===== src/rtl/abus_sdram_pkg.sv =====
// Shared types and default constants for the A-Bus/Avalon SDRAM command arbiter.
// Latency: n/a (types only).
// Backpressure: n/a.
package abus_sdram_pkg;

    typedef enum logic [1:0] {
        IDLE,
        ISSUE,
        WAIT_RSP,
        REFRESH
    } state_t;

    typedef enum logic {
        OWN_ABUS,
        OWN_AVS
    } owner_t;

    localparam int DEF_ADDR_W         = 25;
    localparam int DEF_REFRESH_PERIOD = 900;
    localparam int DEF_MAX_ABUS_RUN   = 4;
    localparam int DATA_W             = 16;
    localparam int BE_W               = 2;

endpackage


===== src/rtl/abus_sdram_refresh_timer.sv =====
// Free-running refresh interval counter with pending flag and sticky overrun flag.
// Latency: pending rises the cycle after the counter reaches zero.
// Backpressure: pending holds until refresh_ack; a second expiry while pending flags overrun.
module abus_sdram_refresh_timer
    import abus_sdram_pkg::*;
#(
    parameter int REFRESH_PERIOD = DEF_REFRESH_PERIOD
) (
    input  logic clock,
    input  logic reset,
    input  logic refresh_ack,
    output logic refresh_pending,
    output logic refresh_overrun
);

    localparam int CNT_W = $clog2(REFRESH_PERIOD + 1);
    localparam logic [CNT_W-1:0] RELOAD = CNT_W'(REFRESH_PERIOD - 1);

    logic [CNT_W-1:0] count;
    logic             tick;

    assign tick = (count == '0);

    always_ff @(posedge clock) begin
        if (reset) begin
            count           <= RELOAD;
            refresh_pending <= 1'b0;
            refresh_overrun <= 1'b0;
        end else begin
            count <= tick ? RELOAD : count - 1'b1;
            // A new period starting in the same cycle as an ack re-arms pending.
            if (tick) begin
                refresh_pending <= 1'b1;
                if (refresh_pending && !refresh_ack) begin
                    refresh_overrun <= 1'b1;
                end
            end else if (refresh_ack) begin
                refresh_pending <= 1'b0;
            end
        end
    end

endmodule


===== src/rtl/abus_sdram_arbiter.sv =====
// Serialises A-Bus and Avalon accesses plus auto-refresh onto one SDRAM command port.
// Latency: mem_valid one cycle after a request is seen idle; read data one cycle after mem_rvalid.
// Backpressure: requester waitrequest drops only in the cycle the engine takes its command.
module abus_sdram_arbiter
    import abus_sdram_pkg::*;
#(
    parameter int ADDR_W         = DEF_ADDR_W,
    parameter int REFRESH_PERIOD = DEF_REFRESH_PERIOD,
    parameter int MAX_ABUS_RUN   = DEF_MAX_ABUS_RUN
) (
    input  logic              clock,
    input  logic              reset,

    input  logic [ADDR_W-1:0] abus_address,
    input  logic              abus_read,
    input  logic              abus_write,
    input  logic [15:0]       abus_writedata,
    input  logic [1:0]        abus_byteenable,
    output logic              abus_waitrequest,
    output logic [15:0]       abus_readdata,
    output logic              abus_readdatavalid,

    input  logic [ADDR_W-1:0] avs_address,
    input  logic              avs_read,
    input  logic              avs_write,
    input  logic [15:0]       avs_writedata,
    input  logic [1:0]        avs_byteenable,
    output logic              avs_waitrequest,
    output logic [15:0]       avs_readdata,
    output logic              avs_readdatavalid,

    output logic              mem_valid,
    input  logic              mem_ready,
    output logic              mem_refresh,
    output logic              mem_write,
    output logic [ADDR_W-1:0] mem_address,
    output logic [15:0]       mem_writedata,
    output logic [1:0]        mem_byteenable,
    input  logic [15:0]       mem_rdata,
    input  logic              mem_rvalid,

    output logic              refresh_overrun
);

    localparam int RUN_W = $clog2(MAX_ABUS_RUN + 1);

    state_t           state;
    owner_t           owner;
    logic [RUN_W-1:0] abus_run;
    logic             abus_req;
    logic             avs_req;
    logic             grant_abus;
    logic             issue_accept;
    logic             refresh_ack;
    logic             refresh_pending;

    assign abus_req     = abus_read | abus_write;
    assign avs_req      = avs_read | avs_write;
    assign grant_abus   = abus_req && ((abus_run < RUN_W'(MAX_ABUS_RUN)) || !avs_req);
    assign issue_accept = (state == ISSUE) && mem_ready;
    assign refresh_ack  = (state == REFRESH) && mem_ready;

    // Combinational so the requester is released in the same cycle the engine accepts.
    assign abus_waitrequest = !(issue_accept && (owner == OWN_ABUS));
    assign avs_waitrequest  = !(issue_accept && (owner == OWN_AVS));

    abus_sdram_refresh_timer #(
        .REFRESH_PERIOD (REFRESH_PERIOD)
    ) u_refresh_timer (
        .clock           (clock),
        .reset           (reset),
        .refresh_ack     (refresh_ack),
        .refresh_pending (refresh_pending),
        .refresh_overrun (refresh_overrun)
    );

    always_ff @(posedge clock) begin
        if (reset) begin
            state              <= IDLE;
            owner              <= OWN_ABUS;
            abus_run           <= '0;
            mem_valid          <= 1'b0;
            mem_refresh        <= 1'b0;
            mem_write          <= 1'b0;
            mem_address        <= '0;
            mem_writedata      <= '0;
            mem_byteenable     <= '0;
            abus_readdata      <= '0;
            abus_readdatavalid <= 1'b0;
            avs_readdata       <= '0;
            avs_readdatavalid  <= 1'b0;
        end else begin
            abus_readdatavalid <= 1'b0;
            avs_readdatavalid  <= 1'b0;
            case (state)
                IDLE: begin
                    if (refresh_pending) begin
                        mem_valid   <= 1'b1;
                        mem_refresh <= 1'b1;
                        mem_write   <= 1'b0;
                        state       <= REFRESH;
                    end else if (grant_abus) begin
                        owner          <= OWN_ABUS;
                        mem_valid      <= 1'b1;
                        mem_write      <= abus_write;
                        mem_address    <= abus_address;
                        mem_writedata  <= abus_writedata;
                        mem_byteenable <= abus_byteenable;
                        // Run length only matters while Avalon is actually waiting.
                        abus_run       <= avs_req ? abus_run + 1'b1 : '0;
                        state          <= ISSUE;
                    end else if (avs_req) begin
                        owner          <= OWN_AVS;
                        mem_valid      <= 1'b1;
                        mem_write      <= avs_write;
                        mem_address    <= avs_address;
                        mem_writedata  <= avs_writedata;
                        mem_byteenable <= avs_byteenable;
                        abus_run       <= '0;
                        state          <= ISSUE;
                    end
                end
                ISSUE: begin
                    if (mem_ready) begin
                        mem_valid <= 1'b0;
                        state     <= mem_write ? IDLE : WAIT_RSP;
                    end
                end
                WAIT_RSP: begin
                    if (mem_rvalid) begin
                        if (owner == OWN_ABUS) begin
                            abus_readdata      <= mem_rdata;
                            abus_readdatavalid <= 1'b1;
                        end else begin
                            avs_readdata      <= mem_rdata;
                            avs_readdatavalid <= 1'b1;
                        end
                        state <= IDLE;
                    end
                end
                REFRESH: begin
                    if (mem_ready) begin
                        mem_valid   <= 1'b0;
                        mem_refresh <= 1'b0;
                        state       <= IDLE;
                    end
                end
                default: state <= IDLE;
            endcase
        end
    end

endmodule


===== config.mk =====
export PLATFORM = sky130hd
export DESIGN_NAME = abus_sdram_arbiter
export DESIGN_NICKNAME = d
export VERILOG_FILES = /design/src/rtl/abus_sdram_pkg.sv /design/src/rtl/abus_sdram_refresh_timer.sv /design/src/rtl/abus_sdram_arbiter.sv
export SDC_FILE = /design/constraint.sdc
export NUM_CORES = 1
export LEC_CHECK = 0
export CAP_MARGIN = 10
export CORE_ASPECT_RATIO = 0.6
export CORE_MARGIN = 2
export CORE_UTILIZATION = 46
export CTS_CLUSTER_DIAMETER = 30
export DETAILED_ROUTE_END_ITERATION = 12
export GPL_TIMING_DRIVEN = 0
export PLACE_DENSITY = 0.87
export SLEW_MARGIN = 20
export SYNTH_ARGS = -nofsm -noshare
export SYNTH_HDL_FRONTEND = slang
export SYNTH_HIERARCHICAL = 1
export SYNTH_SLANG_ARGS = --single-unit

===== constraint.sdc =====
create_clock -name clock -period 5 [get_ports clock]
set_input_delay 1.5 -clock clock [delete_from_list [all_inputs] [get_ports clock]]
set_output_delay 1.5 -clock clock [all_outputs]
set_load 0.01 [all_outputs]

# == Word level (Yosys, flattened, before mapping) ==
# Index checks and enable logic that the tools add are counted.
# totals
out_inout_bits,83
ff_bits,98
word_cells,95
in_bits,110
# classes
n_eq_ne,9
bitwise,6
magnitude_cmp,1
n_addsub,2
n_mux,32
n_reduce_logical,29
# op_table
op,n
two-way mux 25 bit,2
two-way mux 16 bit,2
two-way mux 2 bit,9
AND reduction 3 bit,5
two-way mux 1 bit,13
logical NOT 10 bit,1
"subtractor 10 x 1 -> 10 bit, second input constant",1
two-way mux 3 bit,3
case mux 2 bit (4 select lines),1
nonzero test 2 bit,4
logical AND 1 bit,6
"inequality test 2 bit, second input constant",3
"== test 2 bit, second input constant",2
logical NOT 1 bit,4
"inequality test 2 x 1 -> 1 bit, second input constant",2
"inequality test 4 x 3 -> 1 bit, second input constant",1
NOT 1 bit,4
case mux 1 bit (2 select lines),2
AND reduction 2 bit,2
AND reduction 4 bit,1
OR reduction 2 bit,2
"adder 3 x 1 -> 3 bit, second input constant",1
"< comparator 3 bit, second input constant",1
nonzero test 3 bit,1
5 further kinds,6

# == Depth between registers and ports, before layout ==
# depth
word_depth,7
mapped_depth,5
ltp_nobuf,5

# == Modules after synthesis ==
# The synthesis kept the hierarchy.
# by_module_without_submodules
module,cells_each,seq_area_each_um2,area_each_um2,n_inst
abus_sdram_arbiter,461,1721.7,3808.7,1
abus_sdram_refresh_timer,62,240.2,579.3,1

# == Worst setup path after synthesis ==
# OpenSTA, ideal clock, no wires.
# synth_path
kind,in2out
startpoint,input mem_ready
endpoint,output abus_waitrequest
n_path_buf,0
path_stages,2
path_slack_ps,1580
required_time_ps,3500
arrival_ps,1920
cell_sequence,nand2_1 > or3_1
# synth_via
elab_chain_len,3
# synth_lines
element,line,source
"start, declared",abus_sdram_arbiter.sv:33,"input logic mem_ready,"
logical AND 1 bit,abus_sdram_arbiter.sv:60,assign issue_accept = (state == ISSUE) && mem_ready;
logical AND 1 bit,abus_sdram_arbiter.sv:64,assign abus_waitrequest = !(issue_accept && (owner == OWN_ABUS));
logical NOT 1 bit,abus_sdram_arbiter.sv:64,
"end, declared",abus_sdram_arbiter.sv:19,"output logic abus_waitrequest,"
# Every way passes these cells.

# == Worst setup path after layout ==
# Same ends and word-level chain as after synthesis.

==> results by group <==
Outcome
  • Status: finished, final reports clean

STA
  • Slew @ Worst Pin: 0.8058 ns
  • Max_slew headroom: between 40 and 50%
  • Worst hold slack: roughly 0.45 ns
  • Maximum clock frequency: between 200 and 250 MHz
  • Clock Skews: roughly 0.0062 ns
  • Final Hold Fails: 0
  • Min Clock Period, post-route: between 4 and 5 ns
  • RSZ-0062 raised after global routing: no
  • Final Cycle Share: about 90%
  • Final setup fails: 0
  • Final Max Slew Viols: 0
  • Setup TNS: 0 ns

Route
  • 1st-iter DRT viols: 370
  • Detailed Routing Iterations Pass 1: 5
  • Number of routed nets with antenna violations: 0
  • DRC Markers: 0
  • WL/cell: approximately 17 µm
  • Routed WL: around 15000 µm
  • Via density: about 5.7
  • DR vias: ~4900

Power
  • Cell Pwr Density: 311.8 nW/µm²
  • Pleak: ~0.0023 µW
  • Pwr Total: ~2100 µW
  • Max VDD drop: roughly 0.23 mV

Clock network
  • CTS root buf: clkbuf_16
  • CTS clock-pin slew for the worst setup and hold paths: ~0.060 ns
  • TritonCTS buffer count: 9
  • CTS tree: done
  • Worst skew pair latency: 0.34 ns
  • Htree depth: 3
  • Post_cts resized: 0
  • Clock sink count: 98
  • Post-CTS Setup Bufs: 0
  • Hold Buf Count CTS: 0
  • CTS Buffer Depth: 2

Synth
  • Ranking of synthesized cells by area: dfxtp_1, a21oi_1, a311oi_1
  • Top-count cell post-synth: dfxtp_1
  • Post-synth EDFFs: 0
  • Syn nets: around 640
  • Post-synth top cells: dfxtp_1, a21oi_1, nand2_1, o21ai_0, nand3b_1
  • Yosys reg bits: 98
  • Mapped Avg Cell Area: between 8 and 9 µm²
  • Top cell type's share of synthesized area: about 45%
  • Yosys top cell by area: dfxtp_1
  • Mapped cell area: approximately 4400 µm²
  • Synth warn: 6
  • Synth Flop Type: dfxtp_1
  • Post-synth ARST share: 0%
  • Synth cell types: 46
  • Post-Syn Instances: around 520
  • Register area share after synthesis: between 40 and 50%

Cells and area
  • Post-layout util: around 73%
  • Layout cells sized above 1: about 4.5%
  • Fin nets: about 840
  • Area grow syn2layout: 54.46%
  • Fillers: just under 700
  • # diodes: 0
  • Multi-input combinational cell area: around 2200 µm²
  • Sequential cell area: 1962 µm²

Worst setup path
  • CP Launch Type: input port
  • CP required: 3.50 ns
  • Maximum fanout along the worst path: 4
  • CP endpoint kind: output port
  • WS Path Type: input port to output port
  • Crit path DAT: around 3.0 ns

Floorplanning
  • DIE AREA: slightly above 10000 µm²
  • Core area: 9223 µm²
  • Placement Rows: 27
  • Initial Util: 47.58%
  • Num ports: just under 200
  • Die X: 130.1 µm
  • Die Height: about 80 µm

GRT
  • Largest net degree at the start of global routing: 16
  • Vias in the first global route: roughly 4800
  • Total track usage: 28.53%
  • First-pass GRT wire length: roughly 23000 µm
  • Overflow after GRT: 0
  • Initial antenna violation count: 0

Worst hold path
  • Worst hold path class: flop to flop

Placement
  • PortBufs: roughly 190
  • Final HPWL DP: between 10000 and 15000 µm
  • Placer Congestion: 0.8675

Job
  • Max cap viols: 0
-- cell families (layout without fill, tap and decap cells) --
group | Yosys count | after routing | synth area share, %
xor+xnor | 2 | 2 | 0.3993
flops | 98 | 98 | 44.71
mux | 1 | 1 | 0.2566
compound gates | 194 | 194 | 27.43
fa+ha+maj | 3 | 3 | 0.8555
buf+inv | 56 | 264 | 5.019
simple gates | 169 | 169 | 21.33
-- sequential cells by signal, indices dropped and copies added (netlist names) --
signal                           count
abus_readdata                       16
abus_readdatavalid                   1
abus_run                             3
avs_readdata                        16
avs_readdatavalid                    1
mem_address                         25
mem_byteenable                       2
mem_refresh                          1
mem_valid                            1
mem_write                            1
mem_writedata                       16
owner                                1
state                                2
u_refresh_timer/count               10
u_refresh_timer/refresh_overrun      1
u_refresh_timer/refresh_pending      1
-- cells in the final DEF (no fill, tap or decap), types with 2 or more instances in the layout --
cell type	count
ha_1	3
a311oi_1	43
or3_1	3
nor3_1	4
nor2_1	12
nor3_2	2
clkinv_2	3
o31ai_1	3
nand2b_1	6
nand3b_1	44
buf_2	8
or4_4	2
o21ai_0	46
nor2b_1	5
o21a_1	2
nand2_1	74
or4_1	2
clkbuf_16	9
xnor2_1	2
buf_1	2
nand3_1	2
inv_1	6
dfxtp_1	98
o211ai_1	2
clkbuf_1	40
clkdlybuf4s50_1	192
and3_1	3
o32ai_1	2
a21oi_1	85
clkbuf_8	2
nor4_1	3
-- final timing paths --
| kind | cells past startpoint | endpoint | startpoint | slack (ns) |
|---|---|---|---|---|
| setup / recovery | 4 | abus_waitrequest | mem_ready | 0.51 |
| hold / removal | 2 | avs_readdata[8] | avs_readdata[8] | 0.45 |
| setup reg to reg | 5 | mem_writedata[8] | state[1] | 3.02 |
| hold reg to reg | 2 | avs_readdata[8] | avs_readdata[8] | 0.45 |
-- where the power goes --
part           total (µW)  switching (µW)  internal [µW]
clock                 708             295            413
sequential            899            47.3            852
combinational         507             232            275
-- layer usage --
layer | global-route usage (%) | vias to the layer above | share of wire [%]
li1 | - | 2332 | -
met1 | 38.69 | 2311 | 44
met2 | 45.03 | 244 | 45
met3 | 8.244 | 22 | 9.0
met4 | 6.774 | 0 | 1.4
met5 | 0 | - | 0
-- cell type report --
class,count,share of cell area [%]
Timing Repair Buffer,192,28.36
Clock buffer,11,3.729
Clock inverter,5,0.7753
Tap cell,130,2.400
Multi-Input combinational cell,369,32.55
Inverter,6,0.3323
Buffer,50,2.917
Sequential cell,98,28.95
-- critical path, cell delays in order --
cell             delay [ns]
clkdlybuf4s50_1        0.53
nand2_1                0.10
or3_1                  0.33
clkdlybuf4s50_1        0.53
-- through the flow --
step / instances / area [µm²] / worst slack (ns)
final: 861 / 6778 / 0.5058
after global routing: 861 / 6778 / 0.4703
after CTS: 861 / 6778 / 0.5294
after detailed placement: 845 / 6472 / 0.5371
after global placement: 845 / 6472 / 0.5513
after floorplan: 523 / 4388 / 1.580
No activity file was read; power rests on OpenSTA's default activity.
